$ cat src/rtl/kg_output_streamer_pkg.sv
// kg_output_streamer_pkg: segment ids, per-level segment sizes and the two
// host segment orders shared by the keygen output streamer.
package kg_output_streamer_pkg;

  typedef enum logic [2:0] {
    SEG_RHO = 3'd0,
    SEG_K   = 3'd1,
    SEG_S1  = 3'd2,
    SEG_S2  = 3'd3,
    SEG_T1  = 3'd4,
    SEG_T0  = 3'd5,
    SEG_TR  = 3'd6
  } kg_seg_t;

  localparam int KG_ORDER_MAX = 8;
  localparam int KG_ADDR_W    = 9;

  // High-performance order has seven segments; the eighth slot is never reached.
  localparam kg_seg_t KG_ORDER_HP [KG_ORDER_MAX] = '{
    SEG_RHO, SEG_K, SEG_S1, SEG_S2, SEG_T1, SEG_T0, SEG_TR, SEG_TR
  };

  // Compact order re-emits RHO ahead of T1.
  localparam kg_seg_t KG_ORDER_LP [KG_ORDER_MAX] = '{
    SEG_RHO, SEG_K, SEG_TR, SEG_S1, SEG_S2, SEG_T0, SEG_RHO, SEG_T1
  };

  // Packed byte size of a segment at a given Dilithium level.
  function automatic int kg_seg_bytes(input int level, input kg_seg_t seg);
    int bytes;
    case (seg)
      SEG_S1:  bytes = (level == 5) ? 672  : (level == 3) ? 640  : 384;
      SEG_S2:  bytes = (level == 2) ? 384  : 768;
      SEG_T1:  bytes = (level == 5) ? 2560 : (level == 3) ? 1920 : 1280;
      SEG_T0:  bytes = (level == 5) ? 3328 : (level == 3) ? 2496 : 1664;
      default: bytes = 32;
    endcase
    return bytes;
  endfunction

  function automatic int kg_seg_words(input int level, input int w, input kg_seg_t seg);
    return (kg_seg_bytes(level, seg) * 8) / w;
  endfunction

  function automatic int kg_order_len(input bit high_perf);
    return high_perf ? 7 : 8;
  endfunction

  function automatic kg_seg_t kg_order_seg(input bit high_perf, input logic [2:0] idx);
    return high_perf ? KG_ORDER_HP[idx] : KG_ORDER_LP[idx];
  endfunction

endpackage

$ cat src/rtl/kg_output_streamer_if.sv
// kg_output_streamer_if: control, storage-read and output-stream signals of
// the keygen output streamer. master = streamer side, slave = core/host side.
// last_o exists only when KG_SEG_LAST_EN is defined.
interface kg_output_streamer_if #(
  parameter int W = 64
);
  import kg_output_streamer_pkg::*;

  logic                 start;
  logic                 busy;
  logic                 done;
  logic                 rd_en;
  kg_seg_t              rd_seg;
  logic [KG_ADDR_W-1:0] rd_addr;
  logic [W-1:0]         rd_data;
  logic                 valid_o;
  logic                 ready_o;
  logic [W-1:0]         data_o;
`ifdef KG_SEG_LAST_EN
  logic                 last_o;

  modport master (
    input  start, rd_data, ready_o,
    output busy, done, rd_en, rd_seg, rd_addr, valid_o, data_o, last_o
  );
  modport slave (
    output start, rd_data, ready_o,
    input  busy, done, rd_en, rd_seg, rd_addr, valid_o, data_o, last_o
  );
`else
  modport master (
    input  start, rd_data, ready_o,
    output busy, done, rd_en, rd_seg, rd_addr, valid_o, data_o
  );
  modport slave (
    output start, rd_data, ready_o,
    input  busy, done, rd_en, rd_seg, rd_addr, valid_o, data_o
  );
`endif

endinterface

$ cat src/rtl/kg_output_streamer_skid_buf.sv
// kg_skid_buf: 2-entry fall-through valid/ready buffer. When empty, the
// arriving word is presented directly; otherwise the head entry is. Output
// data is zero whenever nothing is valid.
module kg_skid_buf #(
  parameter int W = 64
) (
  input  logic         clk,
  input  logic         rst_n,
  input  logic         i_vld,
  input  logic [W-1:0] i_data,
  output logic         o_vld,
  output logic [W-1:0] o_data,
  input  logic         i_rdy,
  output logic [1:0]   o_cnt
);

  logic [W-1:0] r_mem [2];
  logic         r_head;
  logic [1:0]   r_cnt;

  logic         w_bypass;
  logic         w_push;
  logic         w_pop_mem;
  logic         w_wr_ptr;

  assign o_vld     = (r_cnt != 2'd0) || i_vld;
  assign o_cnt     = r_cnt;
  assign w_bypass  = (r_cnt == 2'd0) && i_vld && i_rdy;
  assign w_push    = i_vld && !w_bypass;
  assign w_pop_mem = (r_cnt != 2'd0) && i_rdy;
  assign w_wr_ptr  = r_head ^ r_cnt[0];

  // Present the head entry, else the word arriving this cycle, else zero.
  always_comb begin
    o_data = '0;
    if (r_cnt != 2'd0)
      o_data = r_mem[r_head];
    else if (i_vld)
      o_data = i_data;
  end

  // Occupancy and head pointer; the caller guarantees no push when full.
  always_ff @(posedge clk or negedge rst_n) begin
    if (!rst_n) begin
      r_cnt  <= 2'd0;
      r_head <= 1'b0;
    end else begin
      r_cnt <= r_cnt + {1'b0, w_push} - {1'b0, w_pop_mem};
      if (w_pop_mem)
        r_head <= ~r_head;
    end
  end

  // Storage entries carry data only; their contents matter only while counted.
  always_ff @(posedge clk) begin
    if (w_push)
      r_mem[w_wr_ptr] <= i_data;
  end

endmodule

$ cat src/rtl/kg_output_streamer.sv
// kg_output_streamer: after keygen, reads the packed result segments from
// field storage in host order and streams them with valid/ready.
// Optional feature macro: KG_SEG_LAST_EN adds last_o marking the final word
// of every segment.
module kg_output_streamer
  import kg_output_streamer_pkg::*;
#(
  parameter int W         = 64,
  parameter int SEC_LEVEL = 2,
  parameter bit HIGH_PERF = 1'b1
) (
  input logic                  clk,
  input logic                  rst_n,
  kg_output_streamer_if.master bus
);

  localparam logic [1:0] ST_IDLE  = 2'd0;
  localparam logic [1:0] ST_READ  = 2'd1;
  localparam logic [1:0] ST_DRAIN = 2'd2;
  localparam logic [1:0] ST_DONE  = 2'd3;

  localparam logic [2:0] ORDER_LAST = 3'(kg_order_len(HIGH_PERF) - 1);

  localparam logic [KG_ADDR_W-1:0] LAST_RHO = KG_ADDR_W'(kg_seg_words(SEC_LEVEL, W, SEG_RHO) - 1);
  localparam logic [KG_ADDR_W-1:0] LAST_K   = KG_ADDR_W'(kg_seg_words(SEC_LEVEL, W, SEG_K) - 1);
  localparam logic [KG_ADDR_W-1:0] LAST_S1  = KG_ADDR_W'(kg_seg_words(SEC_LEVEL, W, SEG_S1) - 1);
  localparam logic [KG_ADDR_W-1:0] LAST_S2  = KG_ADDR_W'(kg_seg_words(SEC_LEVEL, W, SEG_S2) - 1);
  localparam logic [KG_ADDR_W-1:0] LAST_T1  = KG_ADDR_W'(kg_seg_words(SEC_LEVEL, W, SEG_T1) - 1);
  localparam logic [KG_ADDR_W-1:0] LAST_T0  = KG_ADDR_W'(kg_seg_words(SEC_LEVEL, W, SEG_T0) - 1);
  localparam logic [KG_ADDR_W-1:0] LAST_TR  = KG_ADDR_W'(kg_seg_words(SEC_LEVEL, W, SEG_TR) - 1);

`ifdef KG_SEG_LAST_EN
  localparam int BUF_W = W + 1;
`else
  localparam int BUF_W = W;
`endif

  logic [1:0]           r_state;
  logic [2:0]           r_ord_idx;
  logic [KG_ADDR_W-1:0] r_addr;
  logic                 r_vld_p1;

  kg_seg_t              w_seg;
  logic [KG_ADDR_W-1:0] w_seg_last;
  logic                 w_addr_wrap;
  logic                 w_room;
  logic                 w_rd_en;
  logic [1:0]           w_buf_cnt;
  logic                 w_buf_vld;
  logic [BUF_W-1:0]     w_buf_in;
  logic [BUF_W-1:0]     w_buf_out;
  logic                 w_pop;
  logic [2:0]           w_remaining;
  logic                 w_drained;

  // Segment currently being read and the index of its final word.
  always_comb begin
    w_seg      = kg_order_seg(HIGH_PERF, r_ord_idx);
    w_seg_last = LAST_RHO;
    case (w_seg)
      SEG_K:   w_seg_last = LAST_K;
      SEG_S1:  w_seg_last = LAST_S1;
      SEG_S2:  w_seg_last = LAST_S2;
      SEG_T1:  w_seg_last = LAST_T1;
      SEG_T0:  w_seg_last = LAST_T0;
      SEG_TR:  w_seg_last = LAST_TR;
      default: w_seg_last = LAST_RHO;
    endcase
  end

  // Read only if the buffer can hold the word in flight plus this new one.
  // Deliberately independent of ready_o so valid_o never depends on it.
  assign w_addr_wrap = (r_addr == w_seg_last);
  assign w_room      = (w_buf_cnt == 2'd0) || ((w_buf_cnt == 2'd1) && !r_vld_p1);
  assign w_rd_en     = (r_state == ST_READ) && w_room;

  // Words still owed downstream; drained once this cycle's transfer takes the last.
  assign w_pop       = w_buf_vld && bus.ready_o;
  assign w_remaining = {1'b0, w_buf_cnt} + {2'b00, r_vld_p1};
  assign w_drained   = (w_remaining == {2'b00, w_pop});

  // Dump sequencing: IDLE -> READ -> DRAIN -> DONE (one cycle) -> IDLE.
  always_ff @(posedge clk or negedge rst_n) begin
    if (!rst_n) begin
      r_state <= ST_IDLE;
    end else begin
      case (r_state)
        ST_IDLE:  if (bus.start) r_state <= ST_READ;
        ST_READ:  if (w_rd_en && w_addr_wrap && (r_ord_idx == ORDER_LAST)) r_state <= ST_DRAIN;
        ST_DRAIN: if (w_drained) r_state <= ST_DONE;
        ST_DONE:  r_state <= ST_IDLE;
        default:  r_state <= ST_IDLE;
      endcase
    end
  end

  // Order index and word address; both return to zero after the final read.
  always_ff @(posedge clk or negedge rst_n) begin
    if (!rst_n) begin
      r_ord_idx <= 3'd0;
      r_addr    <= '0;
    end else if (w_rd_en) begin
      if (w_addr_wrap) begin
        r_addr    <= '0;
        r_ord_idx <= (r_ord_idx == ORDER_LAST) ? 3'd0 : r_ord_idx + 3'd1;
      end else begin
        r_addr <= r_addr + KG_ADDR_W'(1);
      end
    end
  end

  // Stage p0 -> p1: storage read issued, data returns next cycle.
  always_ff @(posedge clk or negedge rst_n) begin
    if (!rst_n)
      r_vld_p1 <= 1'b0;
    else
      r_vld_p1 <= w_rd_en;
  end

`ifdef KG_SEG_LAST_EN
  logic r_last_p1;

  // Segment-boundary flag travels with the in-flight read.
  always_ff @(posedge clk or negedge rst_n) begin
    if (!rst_n)
      r_last_p1 <= 1'b0;
    else
      r_last_p1 <= w_rd_en && w_addr_wrap;
  end

  assign w_buf_in    = {r_last_p1, bus.rd_data};
  assign bus.last_o  = w_buf_out[W];
`else
  assign w_buf_in    = bus.rd_data;
`endif

  // Stage p1 -> output: returned data enters the skid buffer.
  kg_skid_buf #(
    .W (BUF_W)
  ) u_skid (
    .clk    (clk),
    .rst_n  (rst_n),
    .i_vld  (r_vld_p1),
    .i_data (w_buf_in),
    .o_vld  (w_buf_vld),
    .o_data (w_buf_out),
    .i_rdy  (bus.ready_o),
    .o_cnt  (w_buf_cnt)
  );

  assign bus.busy    = (r_state != ST_IDLE);
  assign bus.done    = (r_state == ST_DONE);
  assign bus.rd_en   = w_rd_en;
  assign bus.rd_seg  = w_seg;
  assign bus.rd_addr = r_addr;
  assign bus.valid_o = w_buf_vld;
  assign bus.data_o  = w_buf_out[W-1:0];

endmodule

$ cat src/flat_wrapper.sv
// flat-port wrapper written by rule: the top's interface ports become plain ports
module kg_output_streamer_flat import kg_output_streamer_pkg::*;
#(
  parameter int W         = 64,
  parameter int SEC_LEVEL = 2,
  parameter bit HIGH_PERF = 1'b1
)
  (clk, rst_n, bus_start, bus_rd_data, bus_ready_o, bus_busy, bus_done, bus_rd_en, bus_rd_seg, bus_rd_addr, bus_valid_o, bus_data_o);
  kg_output_streamer_if #(.W(W)) bus_i ();
  input logic clk;
  input logic rst_n;
  input wire logic [$bits(bus_i.start)-1:0] bus_start;
  input wire logic [$bits(bus_i.rd_data)-1:0] bus_rd_data;
  input wire logic [$bits(bus_i.ready_o)-1:0] bus_ready_o;
  output wire logic [$bits(bus_i.busy)-1:0] bus_busy;
  output wire logic [$bits(bus_i.done)-1:0] bus_done;
  output wire logic [$bits(bus_i.rd_en)-1:0] bus_rd_en;
  output wire logic [$bits(bus_i.rd_seg)-1:0] bus_rd_seg;
  output wire logic [$bits(bus_i.rd_addr)-1:0] bus_rd_addr;
  output wire logic [$bits(bus_i.valid_o)-1:0] bus_valid_o;
  output wire logic [$bits(bus_i.data_o)-1:0] bus_data_o;
  assign bus_i.start = bus_start;
  assign bus_i.rd_data = bus_rd_data;
  assign bus_i.ready_o = bus_ready_o;
  assign bus_busy = bus_i.busy;
  assign bus_done = bus_i.done;
  assign bus_rd_en = bus_i.rd_en;
  assign bus_rd_seg = bus_i.rd_seg;
  assign bus_rd_addr = bus_i.rd_addr;
  assign bus_valid_o = bus_i.valid_o;
  assign bus_data_o = bus_i.data_o;
  kg_output_streamer #(.W(W), .SEC_LEVEL(SEC_LEVEL), .HIGH_PERF(HIGH_PERF)) u_core (.clk(clk), .rst_n(rst_n), .bus(bus_i));
endmodule
$ cat config.mk
export PLATFORM = sky130hd
export DESIGN_NAME = kg_output_streamer_flat
export DESIGN_NICKNAME = d
export VERILOG_FILES = /design/src/rtl/kg_output_streamer_pkg.sv /design/src/rtl/kg_output_streamer_if.sv /design/src/rtl/kg_output_streamer_skid_buf.sv /design/src/rtl/kg_output_streamer.sv /design/src/flat_wrapper.sv
export SDC_FILE = /design/constraint.sdc
export NUM_CORES = 1
export LEC_CHECK = 0
export CORE_AREA = 2 2 139 141
export CTS_CLUSTER_SIZE = 8
export DETAILED_ROUTE_END_ITERATION = 6
export DIE_AREA = 0 0 141 143
export GPL_ROUTABILITY_DRIVEN = 0
export GPL_TIMING_DRIVEN = 0
export REMOVE_ABC_BUFFERS = 1
export SYNTH_ARGS = -nofsm -noshare
export SYNTH_HDL_FRONTEND = slang
export SYNTH_SLANG_ARGS = --single-unit
$ cat constraint.sdc
create_clock -name clk -period 10.8 [get_ports clk]
set_input_delay 2.7 -clock clk [delete_from_list [all_inputs] [get_ports clk]]
set_output_delay 2.7 -clock clk [all_outputs]
set_load 0.02 [all_outputs]
# Word level (Yosys, flattened, before mapping)
# Memories as Yosys holds them, arrays and structs flattened.
# Index checks and enable logic that the tools add are counted.
[totals] wordCells=64 output_inout_bits=80 mem_count=2 rom_bits=24 in_bits=68 ff_bits=18 ram_bits=128
[mem_list] name="u_core.u_skid.r_mem" words=2 word_bits=64 read_ports=1 rd_ports_with_merged_regs=0 wr=1 line="kg_output_streamer_skid_buf.sv:17" text="logic [W-1:0] r_mem [2];"
[mem_list] name="(no name shown)" words=8 word_bits=3 read_ports=1 rd_ports_with_merged_regs=0 wr=0 line="kg_output_streamer_pkg.sv:50" text="return high_perf ? KG_ORDER_HP[idx] : KG_ORDER_LP[idx];"
[op_classes] bitwise_logic=3 reduce_logical=20 muxes=13 magnitude_cmp=1 addsub=5 eq_ne=14
[op_table] cell="64-bit 2-to-1 mux" count=2
[op_table] cell="8-bit one-hot mux with 3 select lines" count=1
[op_table] cell="9-bit by 1-bit adder with 9-bit output (second input constant)" count=1
[op_table] cell="3-bit equality test (second input constant)" count=3
[op_table] cell="9-bit by 8-bit equality test with 1-bit output" count=1
[op_table] cell="1-bit logical AND" count=9
[op_table] cell="3-bit 2-to-1 mux" count=3
[op_table] cell="9-bit 2-to-1 mux" count=1
[op_table] cell="2-bit one-hot mux with 4 select lines" count=1
[op_table] cell="3-bit by 2-bit equality test with 1-bit output (second input constant)" count=2
[op_table] cell="2-bit 2-to-1 mux" count=3
[op_table] cell="2-bit by 1-bit equality test with 1-bit output (second input constant)" count=2
[op_table] cell="2-bit equality test (second input constant)" count=2
[op_table] cell="4-bit greater-or-equal comparator (second input constant)" count=1
[op_table] cell="2-bit logical NOT" count=2
[op_table] cell="2-bit != test (second input constant)" count=2
[op_table] cell="3-bit NOT with 4-bit output" count=1
[op_table] cell="2-bit nonzero test" count=2
[op_table] cell="2-bit by 1-bit adder with 3-bit output" count=1
[op_table] cell="3-bit by 1-bit adder with 3-bit output (second input constant)" count=1
[op_table] cell="3-bit by 1-bit equality test with 1-bit output" count=1
[op_table] cell="3-bit AND reduction" count=1
[op_table] cell="2-bit by 1-bit adder with 2-bit output" count=1
[op_table] cell="1-bit logical NOT" count=2
[op_table] cell="8 further kinds" count=10

# Depth between registers and ports, before layout
[depth] depth_word=12 mapped_depth=11

# Hierarchy
# Synthesis repeated with hierarchy kept, for this count alone.
[hier_totals] hier_cells=472 hier_area_um2=6592.6
[modules_own_cells] module="kg_skid_buf" cells_each=371 seq_area_each_um2=3918.8 area_each_um2=5602.9 instances=1
[modules_own_cells] module="kg_output_streamer" cells_each=101 seq_area_each_um2=375.4 area_each_um2=989.7 instances=1

# Least setup slack after synthesis
# No wires, ideal clock.
[synth_path] path_kind="input -> register" from="in bus_ready_o" to="mem u_core.u_skid.r_mem[1][0] (enable)" path_stages=3 setup_time_ps=486 n_path_buf=0 setup_slack_ps=4780 arrival_ps=5533 path_cell_list="nand2_1 > nand2_1 > nor2_1"
[synth_via] elab_chain_cells=5
[synth_rtl] item="start, declared" line="flat_wrapper.sv:14" text="input wire logic [$bits(bus_i.ready_o)-1:0] bus_ready_o;"
[synth_rtl] item="1-bit logical AND" line="kg_output_streamer_skid_buf.sv:28" text="assign w_bypass = (r_cnt == 2'd0) && i_vld && i_rdy;"
[synth_rtl] item="1-bit logical NOT" line="kg_output_streamer_skid_buf.sv:29" text="assign w_push = i_vld && !w_bypass;"
[synth_rtl] item="1-bit logical AND" line="kg_output_streamer_skid_buf.sv:29"
[synth_rtl] item="1-bit 2-to-1 mux" line="kg_output_streamer_skid_buf.sv:56" text="if (w_push)"
[synth_rtl] item="1-bit 2-to-1 mux (implied by the code)" line="kg_output_streamer_skid_buf.sv:57" text="r_mem[w_wr_ptr] <= i_data;"
[synth_rtl] item="end, declared" line="kg_output_streamer_skid_buf.sv:17"
# Every way passes these cells.

# Worst setup path in the final report
[layout_path] from="in bus_rd_data[8]" to="out bus_data_o[8]"
[layout_via] elab_chain_cells=2
[layout_rtl] item="start, declared" line="flat_wrapper.sv:13" text="input wire logic [$bits(bus_i.rd_data)-1:0] bus_rd_data;"
[layout_rtl] item="64-bit 2-to-1 mux" line="kg_output_streamer_skid_buf.sv:38" text="else if (i_vld)"
[layout_rtl] item="64-bit 2-to-1 mux" line="kg_output_streamer_skid_buf.sv:36" text="if (r_cnt != 2'd0)"
[layout_rtl] item="end, declared" line="flat_wrapper.sv:21" text="output wire logic [$bits(bus_i.data_o)-1:0] bus_data_o;"
# Every way passes these cells.

==> impl_metrics.tcl <==
set metrics [dict create \
    worstMarginPinSlew_ns 0.875 \
    grt_first_pass_wirelength_mm 23.6 \
    grt_overflow 0 \
    path_clk_slew_ns 0.06 \
    synthesis.area_um2 6410 \
    postLayoutCoreUtil 0.474 \
    layout_common_cells "147 x clkdlybuf4s50_1, 128 x edfxtp_1, 68 x nand3_1, 66 x o21ai_0, 65 x mux2i_1" \
    synthFlopType "edfxtp_1" \
    drc_errors 0 \
    postPlaceCellArea_um2 8210 \
    slowest_delay_ns 0.65 \
    syn2layout_area_growth_pct 37.6 \
    drt_wl_total_mm 14.8 \
    synthArstFlopShare 0.123 \
    clock-root-buffer "clkbuf_16" \
    ioPinCount 148 \
    final.period_utilization 0.629 \
    synth-simple-area-share 0.0863 \
    cpMaxStageDelayCell "clkdlybuf4s50_1" \
    die_h_um 143 \
    synth_edf_count 128 \
    drive_gt1_frac 0.0688 \
    min_period_ns 6.80 \
    fp.coreArea_um2 18600 \
    powerDensity_nw_per_um2 291 \
    crit_chain "clkdlybuf4s50_1 -> nand3_1 -> o21ai_0 -> clkdlybuf4s50_1" \
    ant_nets 0 \
    die-area_um2 20200 \
    clk_path_buf_depth 2 \
    port_buffers 147 \
    required_ns 8.10 \
    switching_share 0.363 \
    drtPass1Iterations 4 \
    fp-row-count 50 \
    fillers 1618 \
    ir_drop_mv 0.140 \
    layout.area.seq_um2 4300 \
    syn_avg_cell_area_um2 13.5 \
    cp.arrival_ns 4.10 \
    crit_fanout 3 \
    final_common_cell "clkdlybuf4s50_1" \
    leakage_nw 3.14 \
    muxShareOfSynthArea 0.103 \
    finalSetupTns_ns 0 \
    switchingPower_mw 0.930 \
    synthAdderAreaFrac 0.0234 \
    hold_viol 0 \
    path_buf_inv 2 \
    grt_pass1_vias 4431 \
    diodes 0 \
    design_area_um2 8820 \
    wl_per_cell_um 17.2 \
    cp-start-kind "input pin" \
    power_frac_comb 0.436 \
    status "finished, final reports clean" \
    synth_top_family_by_area "multiplexers" \
    drv_slew 0 \
    slew_headroom 0.415 \
    cts_resized 0 \
    grt_max_degree 49 \
    synth_top_area_share 0.600 \
    rsz0062_at_grt "false" \
    track_usage 0.150 \
    post_cts_buffers 0 \
    pwr-share-seq 0.329 \
    synth-compound-area-share 0.0760 \
    hold_path.class "reg2reg" \
    avgViaCountPerCell 5.04 \
    crit_path_end_kind "output port" \
    clock_sinks 146 \
    dp_cells 827 \
    cap_violations 0 \
    vias 4329 \
    ctsHoldBuffers 0 \
    final_cells 859 \
    setup_viol 0 \
    max_freq_mhz 147 \
    synth_xor_area_frac 0.0150 \
    finalClockSkew_ns 0.00905 \
    drt_iter0_drc 351 \
    ys_warn_count 0 \
    critPathTopFamily "buffers and inverters" \
    start_util 0.345 \
    cts_buffers 17 \
    dp_hpwl_mm 9.53 \
    ys_seq_elements 146 \
    cp_common_cell "clkdlybuf4s50_1" \
    insertion_delay_ns 0.41 \
    htree_levels 4 \
    internal-power_mw 1.63 \
    critPathKind "in2out" \
    antenna_found_initial 0 \
    yosys-top-cells-area "edfxtp_1 60%, mux2i_1 10%, dfrtp_1 7.0%, nand3_1 5.3%, o21ai_0 5.2%" \
    fin_total_pwr_mw 2.56 \
    cts_tree "yes" \
    die_w_um 141 \
    clockPowerShare 0.235 \
    synth_area_leader_cell "edfxtp_1" \
    synth.yosys.seq_area_share 0.670 \
    ys_types 41 \
    multi_input_area_um2 1970 \
    final_nets 692 \
    syn_inst 473 \
]
## final cells by class
class,count,share of cell area
clock inverters,9,0.0146
multi-input cells,285,0.223
clock buffers,23,0.0542
repair buffers,154,0.184
well taps,234,0.0332
inverters,8,0.00341
flip-flops and latches,146,0.488
## state kept, by name, indices dropped and copies added (netlist names)
| register | flops |
|---|---|
| u_core.r_state | 2 |
| u_core.r_vld_p1 | 1 |
| u_core.u_skid.r_mem | 128 |
| u_core.r_ord_idx | 3 |
| u_core.u_skid.o_cnt | 2 |
| u_core.bus.rd_addr | 9 |
| u_core.u_skid.r_head | 1 |
## synthesized netlist by cell type (all sizes together) (2+ instances only)
| master | n |
|---|---|
| o21ai | 66 |
| xor2 | 5 |
| or3 | 2 |
| dfrtp | 18 |
| nor2 | 7 |
| a21oi | 3 |
| ha | 12 |
| nand4 | 3 |
| nand2 | 17 |
| nand3 | 68 |
| a211oi | 2 |
| xnor2 | 6 |
| inv | 8 |
| and3 | 3 |
| clkbuf | 26 |
| edfxtp | 128 |
| buf | 8 |
| mux2i | 65 |
| nand2b | 4 |
| nor3 | 3 |
## per-stage QoR
stage	hold slack, ns	setup WS, ns
detailed placement	0.515	4.00
finish	0.522	4.00
global route	0.561	3.94
floorplan	0.512	3.02
global placement	0.506	0.639
CTS	0.529	4.00
## routing by layer
layer / part of all wire / vias to the layer above / GRT usage
met3: 0.045 / 13 / 0.0406
met2: 0.49 / 118 / 0.254
li1: - / 2086 / -
met5: 0 / - / 0
met1: 0.45 / 2112 / 0.190
met4: 0.011 / 0 / 0.0405
## path summary, 6_finish.rpt
kind                                              end  cells past startpoint                   from  slack (ns)
worst min-delay path            u_core.bus.rd_addr[8]                      1  u_core.bus.rd_addr[8]        0.52
min in group asynchronous       u_core.bus.rd_addr[8]                      1                  rst_n        2.79
worst min register to register  u_core.bus.rd_addr[8]                      1  u_core.bus.rd_addr[8]        0.52
max in group asynchronous        u_core.u_skid.r_head                      1                  rst_n        7.37
worst max register to register      u_core.r_state[1]                      7    u_core.r_ord_idx[1]        7.95
worst max-delay path                    bus_data_o[8]                      4         bus_rd_data[8]        4.00
## kinds of logic after synthesis
family / after synthesis
compound gates: 85
mux: 66
fa+ha+maj: 12
simple gates: 111
flops: 146
xor+xnor: 11
buf+inv: 42
## power by group through the flow
| stage | clock (mW) | combinational, mW | sequential [mW] |
|---|---|---|---|
| global placement | 0 | 1.04 | 0.919 |
| CTS | 0.614 | 1.14 | 0.845 |
| finish | 0.603 | 1.12 | 0.843 |
| floorplan | 0 | 0.576 | 0.875 |
| global route | 0.641 | 1.20 | 0.858 |
| detailed placement | 0 | 1.14 | 0.856 |
(Power assumes the default switching activity.)
